`config.mk`:
```
export PLATFORM = sky130hd
export DESIGN_NAME = alu_share_arbiter
export DESIGN_NICKNAME = d
export VERILOG_FILES = /design/src/rtl/alu_share_arbiter.sv
export SDC_FILE = /design/constraint.sdc
export NUM_CORES = 1
export LEC_CHECK = 0
export CORE_AREA = 2 2 133 135
export CTS_CLUSTER_DIAMETER = 50
export DETAILED_ROUTE_END_ITERATION = 7
export DIE_AREA = 0 0 135 137
export PLACE_DENSITY = 0.81
export SLEW_MARGIN = 20
export SYNTH_ARGS = -nofsm -noshare
export SYNTH_HDL_FRONTEND = slang
export SYNTH_SLANG_ARGS = --single-unit
```
`constraint.sdc`:
```
create_clock -name clk -period 4.1 [get_ports clk]
set_input_delay 1.23 -clock clk [delete_from_list [all_inputs] [get_ports clk]]
set_output_delay 1.23 -clock clk [all_outputs]
set_load 0.005 [all_outputs]
```
`src/rtl/alu_share_arbiter.sv`:
```
// rtl/alu_share_arbiter.sv - two-requester arbiter sharing one combinational ALU
module alu_share_arbiter #(
    parameter int WIDTH = 32
) (
    input  logic             clk,
    input  logic             rst_n,

    input  logic             req0_valid,
    input  logic [WIDTH-1:0] req0_a,
    input  logic [WIDTH-1:0] req0_b,
    input  logic [2:0]       req0_aluop,
    input  logic [5:0]       req0_funct,
    output logic             req0_ready,
    output logic             rsp0_valid,
    output logic [WIDTH-1:0] rsp0_result,
    output logic             rsp0_zero,

    input  logic             req1_valid,
    input  logic [WIDTH-1:0] req1_a,
    input  logic [WIDTH-1:0] req1_b,
    input  logic [2:0]       req1_aluop,
    input  logic [5:0]       req1_funct,
    output logic             req1_ready,
    output logic             rsp1_valid,
    output logic [WIDTH-1:0] rsp1_result,
    output logic             rsp1_zero,

    output logic [WIDTH-1:0] alu_a,
    output logic [WIDTH-1:0] alu_b,
    output logic [2:0]       alu_aluop,
    output logic [5:0]       alu_funct,
    input  logic [WIDTH-1:0] alu_result,
    input  logic             alu_zero,

    output logic             busy,
    output logic [15:0]      op_count
);

    typedef enum logic [1:0] {
        IDLE = 2'd0,
        EXEC = 2'd1,
        RESP = 2'd2
    } state_t;

    state_t           state_q,       state_d;
    logic             last_grant_q,  last_grant_d;
    logic             id_q,          id_d;
    logic [WIDTH-1:0] alu_a_q,       alu_a_d;
    logic [WIDTH-1:0] alu_b_q,       alu_b_d;
    logic [2:0]       alu_aluop_q,   alu_aluop_d;
    logic [5:0]       alu_funct_q,   alu_funct_d;
    logic [WIDTH-1:0] rsp0_result_q, rsp0_result_d;
    logic             rsp0_zero_q,   rsp0_zero_d;
    logic [WIDTH-1:0] rsp1_result_q, rsp1_result_d;
    logic             rsp1_zero_q,   rsp1_zero_d;
    logic [15:0]      op_count_q,    op_count_d;

    logic             grant_valid;
    logic             grant_id;

    // Arbitration: a lone requester wins; on a tie the one not granted last time wins.
    always_comb begin
        grant_valid = 1'b0;
        grant_id    = 1'b0;
        if (state_q == IDLE) begin
            if (req0_valid && req1_valid) begin
                grant_valid = 1'b1;
                grant_id    = ~last_grant_q;
            end else if (req0_valid) begin
                grant_valid = 1'b1;
                grant_id    = 1'b0;
            end else if (req1_valid) begin
                grant_valid = 1'b1;
                grant_id    = 1'b1;
            end
        end
    end

    // Next-state logic: issue on accept, capture ALU output in EXEC, count in RESP.
    always_comb begin
        state_d       = state_q;
        last_grant_d  = last_grant_q;
        id_d          = id_q;
        alu_a_d       = alu_a_q;
        alu_b_d       = alu_b_q;
        alu_aluop_d   = alu_aluop_q;
        alu_funct_d   = alu_funct_q;
        rsp0_result_d = rsp0_result_q;
        rsp0_zero_d   = rsp0_zero_q;
        rsp1_result_d = rsp1_result_q;
        rsp1_zero_d   = rsp1_zero_q;
        op_count_d    = op_count_q;
        case (state_q)
            IDLE: begin
                if (grant_valid) begin
                    state_d      = EXEC;
                    id_d         = grant_id;
                    last_grant_d = grant_id;
                    if (grant_id) begin
                        alu_a_d     = req1_a;
                        alu_b_d     = req1_b;
                        alu_aluop_d = req1_aluop;
                        alu_funct_d = req1_funct;
                    end else begin
                        alu_a_d     = req0_a;
                        alu_b_d     = req0_b;
                        alu_aluop_d = req0_aluop;
                        alu_funct_d = req0_funct;
                    end
                end
            end
            EXEC: begin
                state_d = RESP;
                if (id_q) begin
                    rsp1_result_d = alu_result;
                    rsp1_zero_d   = alu_zero;
                end else begin
                    rsp0_result_d = alu_result;
                    rsp0_zero_d   = alu_zero;
                end
            end
            RESP: begin
                state_d    = IDLE;
                op_count_d = op_count_q + 16'd1;
            end
            default: begin
                state_d = IDLE;
            end
        endcase
    end

    // State and datapath registers; reset forces everything back to idle and zero.
    always_ff @(posedge clk or negedge rst_n) begin
        if (!rst_n) begin
            state_q       <= IDLE;
            last_grant_q  <= 1'b1;
            id_q          <= 1'b0;
            alu_a_q       <= '0;
            alu_b_q       <= '0;
            alu_aluop_q   <= '0;
            alu_funct_q   <= '0;
            rsp0_result_q <= '0;
            rsp0_zero_q   <= 1'b0;
            rsp1_result_q <= '0;
            rsp1_zero_q   <= 1'b0;
            op_count_q    <= '0;
        end else begin
            state_q       <= state_d;
            last_grant_q  <= last_grant_d;
            id_q          <= id_d;
            alu_a_q       <= alu_a_d;
            alu_b_q       <= alu_b_d;
            alu_aluop_q   <= alu_aluop_d;
            alu_funct_q   <= alu_funct_d;
            rsp0_result_q <= rsp0_result_d;
            rsp0_zero_q   <= rsp0_zero_d;
            rsp1_result_q <= rsp1_result_d;
            rsp1_zero_q   <= rsp1_zero_d;
            op_count_q    <= op_count_d;
        end
    end

    // Output decode: ready only in IDLE for the winner, response pulse only in RESP.
    always_comb begin
        req0_ready  = grant_valid && !grant_id;
        req1_ready  = grant_valid &&  grant_id;
        rsp0_valid  = (state_q == RESP) && !id_q;
        rsp1_valid  = (state_q == RESP) &&  id_q;
        rsp0_result = rsp0_result_q;
        rsp0_zero   = rsp0_zero_q;
        rsp1_result = rsp1_result_q;
        rsp1_zero   = rsp1_zero_q;
        alu_a       = alu_a_q;
        alu_b       = alu_b_q;
        alu_aluop   = alu_aluop_q;
        alu_funct   = alu_funct_q;
        busy        = (state_q != IDLE);
        op_count    = op_count_q;
    end

endmodule

```
Word level (Yosys, flattened, before mapping):

Cells that the tools add are included.
W data, S select, Z words.

* flip-flop bits (word level): 159
* output and inout port bits: 160
* logic and storage cells: 43

* $add $sub $neg: 1
* eq/ne operators: 3
* muxes and demuxes: 13
* bitwise operators: 2
* reduce and logical (&&, ||, !) cells: 12

Operators by type and width (count)
* $mux W32: 2
* $add A16 B1 Y16 const B: 1
* $mux W1: 7
* $mux W6: 1
* $reduce_and A2 Y1: 3
* $logic_and A1 B1 Y1: 5
* $pmux W2 S2: 1
* $mux W3: 1
* $eq A2 B1 Y1 const B: 1
* $eq A2 B2 Y1 const B: 1
* $logic_not A1 Y1: 2
* $logic_not A2 Y1: 1
* $mux W2: 1
* $ne A2 B2 Y1 const B: 1
* $not A1 Y1: 2
* $reduce_bool A2 Y1: 1

Logic depth before layout (Yosys ltp):

* depth after elaboration: 6
* depth in mapped cells: 7

Worst setup path after synthesis:

No wires, ideal clock.

* kind: input port to output port
* start: in req0_valid
* end: out req1_ready
* arrival: 1.812 ns
* setup slack: 1.058 ns
* stages on the path: 4
* path buffers: 2
* path through: nand2_1 and3_1 clkbuf_1 buf_1

* word-level cells in the longest chain between the ends: 4
* elaborated cells on any way between the ends: 8

RTL lines
* start, declared: line 8 `input logic req0_valid,`
* $mux W1 / $logic_and A1 B1 Y1 (equally long branches): line 69, 66
* $mux W1: line 66 `if (req0_valid && req1_valid) begin`
* $mux W1: line 65 `if (state_q == IDLE) begin`
* $logic_and A1 B1 Y1 *: line 166 `req1_ready = grant_valid && grant_id;`
* end, declared: line 23 `output logic req1_ready,`

Mark *: on every way between the ends. The rest lies on a longest branch, timed or not.

Worst setup path in the final report:

* start: in req1_valid
* end: out req0_ready

* word-level cells in the longest chain between the ends: 6
* elaborated cells on any way between the ends: 10

RTL lines
* start, declared: line 18 `input logic req1_valid,`
* $mux W1: line 72 `end else if (req1_valid) begin`
* $mux W1: line 69 `end else if (req0_valid) begin`
* $mux W1: line 66
* $mux W1: line 65
* $logic_not A1 Y1: line 165 `req0_ready = grant_valid && !grant_id;`
* $logic_and A1 B1 Y1 *: line 165
* end, declared: line 13 `output logic req0_ready,`

Marked as above.

==> run metrics <==
Antenna Violating Nets Remaining=0; mapped cell area=0.00627 mm2; TritonCTS Buffers=17; Antenna Cells=0; Final #Nets=approximately 980; Die ar.=around 0.018 mm2; Setup Buffers After CTS=0; Worst setup EP type=output pin; Critical Path Source=req1_valid; Peak VDD IR=0.365 mV; routability cong.=between 0.7 and 0.8; crit-path max FO=3; total power draw=approximately 7.7 mW; worst path arrival time=about 2600 ps; Cell Area, Placed=approximately 0.0099 mm2; first-pass GRT wire length=28800 um; flop2flop setup slack=1900 ps; fraction of layout cells with a size suffix above 1=between 10% and 20%; Total GRT Usage=about 20%; capture point of the worst reg-to-reg path=alu_a[21]; clock root buffer=clkbuf_16; Setup crit end=req0_ready; post-synth cell types=28; WS Path Type=in2out; row count=48; FF-to-FF Start=state_q[1]; Hold WC Path Type=reg2reg; Post-Synthesis Cells=463; total length of routed wires=19100 um; die height=137 um; Final Cell Area=about 0.011 mm2; worst path cell trace=clkdlybuf4s50_1, nand2b_1, and3_2, clkdlybuf4s50_1; routed via count=roughly 5300; Synthesized Nets=about 650; Placeable Area=approximately 0.017 mm2; largest net degree at the start of global routing=slightly above 90; Least-Margin Pin Slew=between 1000 and 1500 ps; Die Width=135 um; GR Overflow Total=0; Clock Path Buffers=2; status=finished clean; CP max stage delay=~520 ps; DRC=0; FFs w/ async S/R, synth=between 90% and 100%; number of gates resized after CTS=0; Clock H-tree levels=4; Clock Skews=around 6.4 ps; sequential element share of the synthesized area=63.5%; min Tclk post-route=3790 ps; setup TNS=0 ps; Worst-Skew Late Latency=410 ps; Fin. Hold Viols=0; Initial DRC Count=between 500 and 600; number of max-cap violations=0; CP max-delay cell=clkdlybuf4s50_1; Worst-path clk slew=around 60 ps; Starting Density=36.8%; vias per cell=slightly above 5; PD cells=around 730 mW/mm2; Final HPWL DP=~14000 um; RSZ-0062 raised after global routing=no; DR pass1 iterations=7; vias in the first global route=5424; Synth Register Bits=about 160; Max-slew headroom=29.8%; PortBufs=approximately 340; Main synth FF type=dfrtp_1; cell mode on critical path=clkdlybuf4s50_1; fin crit share=92.4%; Crit path required time=2870 ps; IO Pins=roughly 340; count of pins over their slew limit=0; hold bufs inserted after CTS=0; # setup viols final=0; Leak Pwr=around 4.7 nW; Syn Area/Cell=roughly 14 um2; Warnings, synthesis=0; Layout area overhead=67.8%; Post-synth EDFFs=0; WL per Instance=between 15 and 20 um; initial antenna violation count=0; clock sinks=approximately 160; r2r worst-path depth=5; Worst Setup Start Kind=input port; CTS tree=yes; maximum clock rate=about 260 MHz
-- cell usage after synthesis, drive strengths merged, types with 2 or more instances --
cell type	number	area share, %
a21o	2	0.24
a222oi	73	12
and3	4	0.40
buf	20	1.7
clkbuf	13	0.78
dfrtp	158	63
inv	76	4.6
mux2	67	12
nand2	11	0.66
nand4	5	0.50
nor2	4	0.32
nor2b	4	0.40
nor4	2	0.20
xnor2	10	1.4
xor2	5	0.70
-- area by class of cell --
type	count	area [um2]
clock buffer	18	439
clock inverter	14	156
fill	1377	6540
inverter	76	285
multi-input combinational	195	1870
sequential	159	3980
tap	225	282
timing repair buffer	349	3500
-- worst min-delay path by stage --
stage / startpoint / to / slack [ps] / cells after the start
6_report: op_count[15] / op_count[15] / 470 / 1
5_1_grt: rsp0_result[13] / rsp0_result[13] / 500 / 1
4_1_cts: op_count[15] / op_count[15] / 470 / 1
3_5_place_dp: op_count[15] / op_count[15] / 460 / 1
3_3_place_gp: op_count[15] / op_count[15] / 460 / 1
2_1_floorplan: state_q[1] / state_q[1] / 460 / 1
-- registers in the layout, summed over array words and instances, names as in the netlist, 2 cells and up --
signal       count
alu_a           32
alu_b           32
rsp0_result     32
rsp1_result     32
op_count        16
alu_funct        6
alu_aluop        3
state_q          2
-- worst max-delay path: cells and delay by family --
kind / cells / cell delay (ps)
buffers and inverters: 2 / 990
and+or+nand+nor: 2 / 340
-- layout by cell type, fill, tap and decap left out, drive strengths merged, types with 2 or more instances in the layout --
cell type / Yosys / final
clkdlybuf4s50: 0 / 341
dfrtp: 158 / 158
inv: 76 / 80
a222oi: 73 / 73
mux2: 67 / 67
clkbuf: 13 / 18
nand2: 11 / 11
xnor2: 10 / 10
buf: 20 / 8
nand4: 5 / 5
xor2: 5 / 5
clkinv: 0 / 5
nor2b: 4 / 4
nor2: 4 / 4
and3: 4 / 4
clkinvlp: 0 / 3
nor4: 2 / 2
a21o: 2 / 2
bufinv: 0 / 2
-- cell families after synthesis --
family                     count (synthesis)  share of synthesized area (%)
adders and majority gates                  1                          0.200
muxes                                     67                           12.0
DFF                                      159                           63.5
xor gates and xnor gates                  15                           2.10
AOI/OAI and AO/OA                         76                           12.0
buffers and inverters                    109                           6.99
and+or+nand+nor                           36                           3.21
-- where the power goes --
| group | switching (mW) | internal, mW |
|---|---|---|
| sequential | 0.434 | 2.32 |
| clock | 0.658 | 0.923 |
| combinational | 1.28 | 2.11 |
-- stage by stage --
stage	worst slack [ps]	hold WS (ps)	cells	utilization, %
after floorplan	1060	461	463	-
after global placement	293	462	1004	58.2
after detailed placement	295	464	1004	58.2
after CTS	286	475	1036	61.7
after global routing	251	496	1036	61.7
final	312	467	1036	61.7
-- layer usage --
layer,GRT usage (%),wire (um),vias to the layer above
met5,0,0,-
met4,7.12,354,0
met3,6.96,1610,26
met2,34.6,9880,266
met1,23.8,7260,2632
li1,-,-,2381
(Power assumes the default switching activity.)
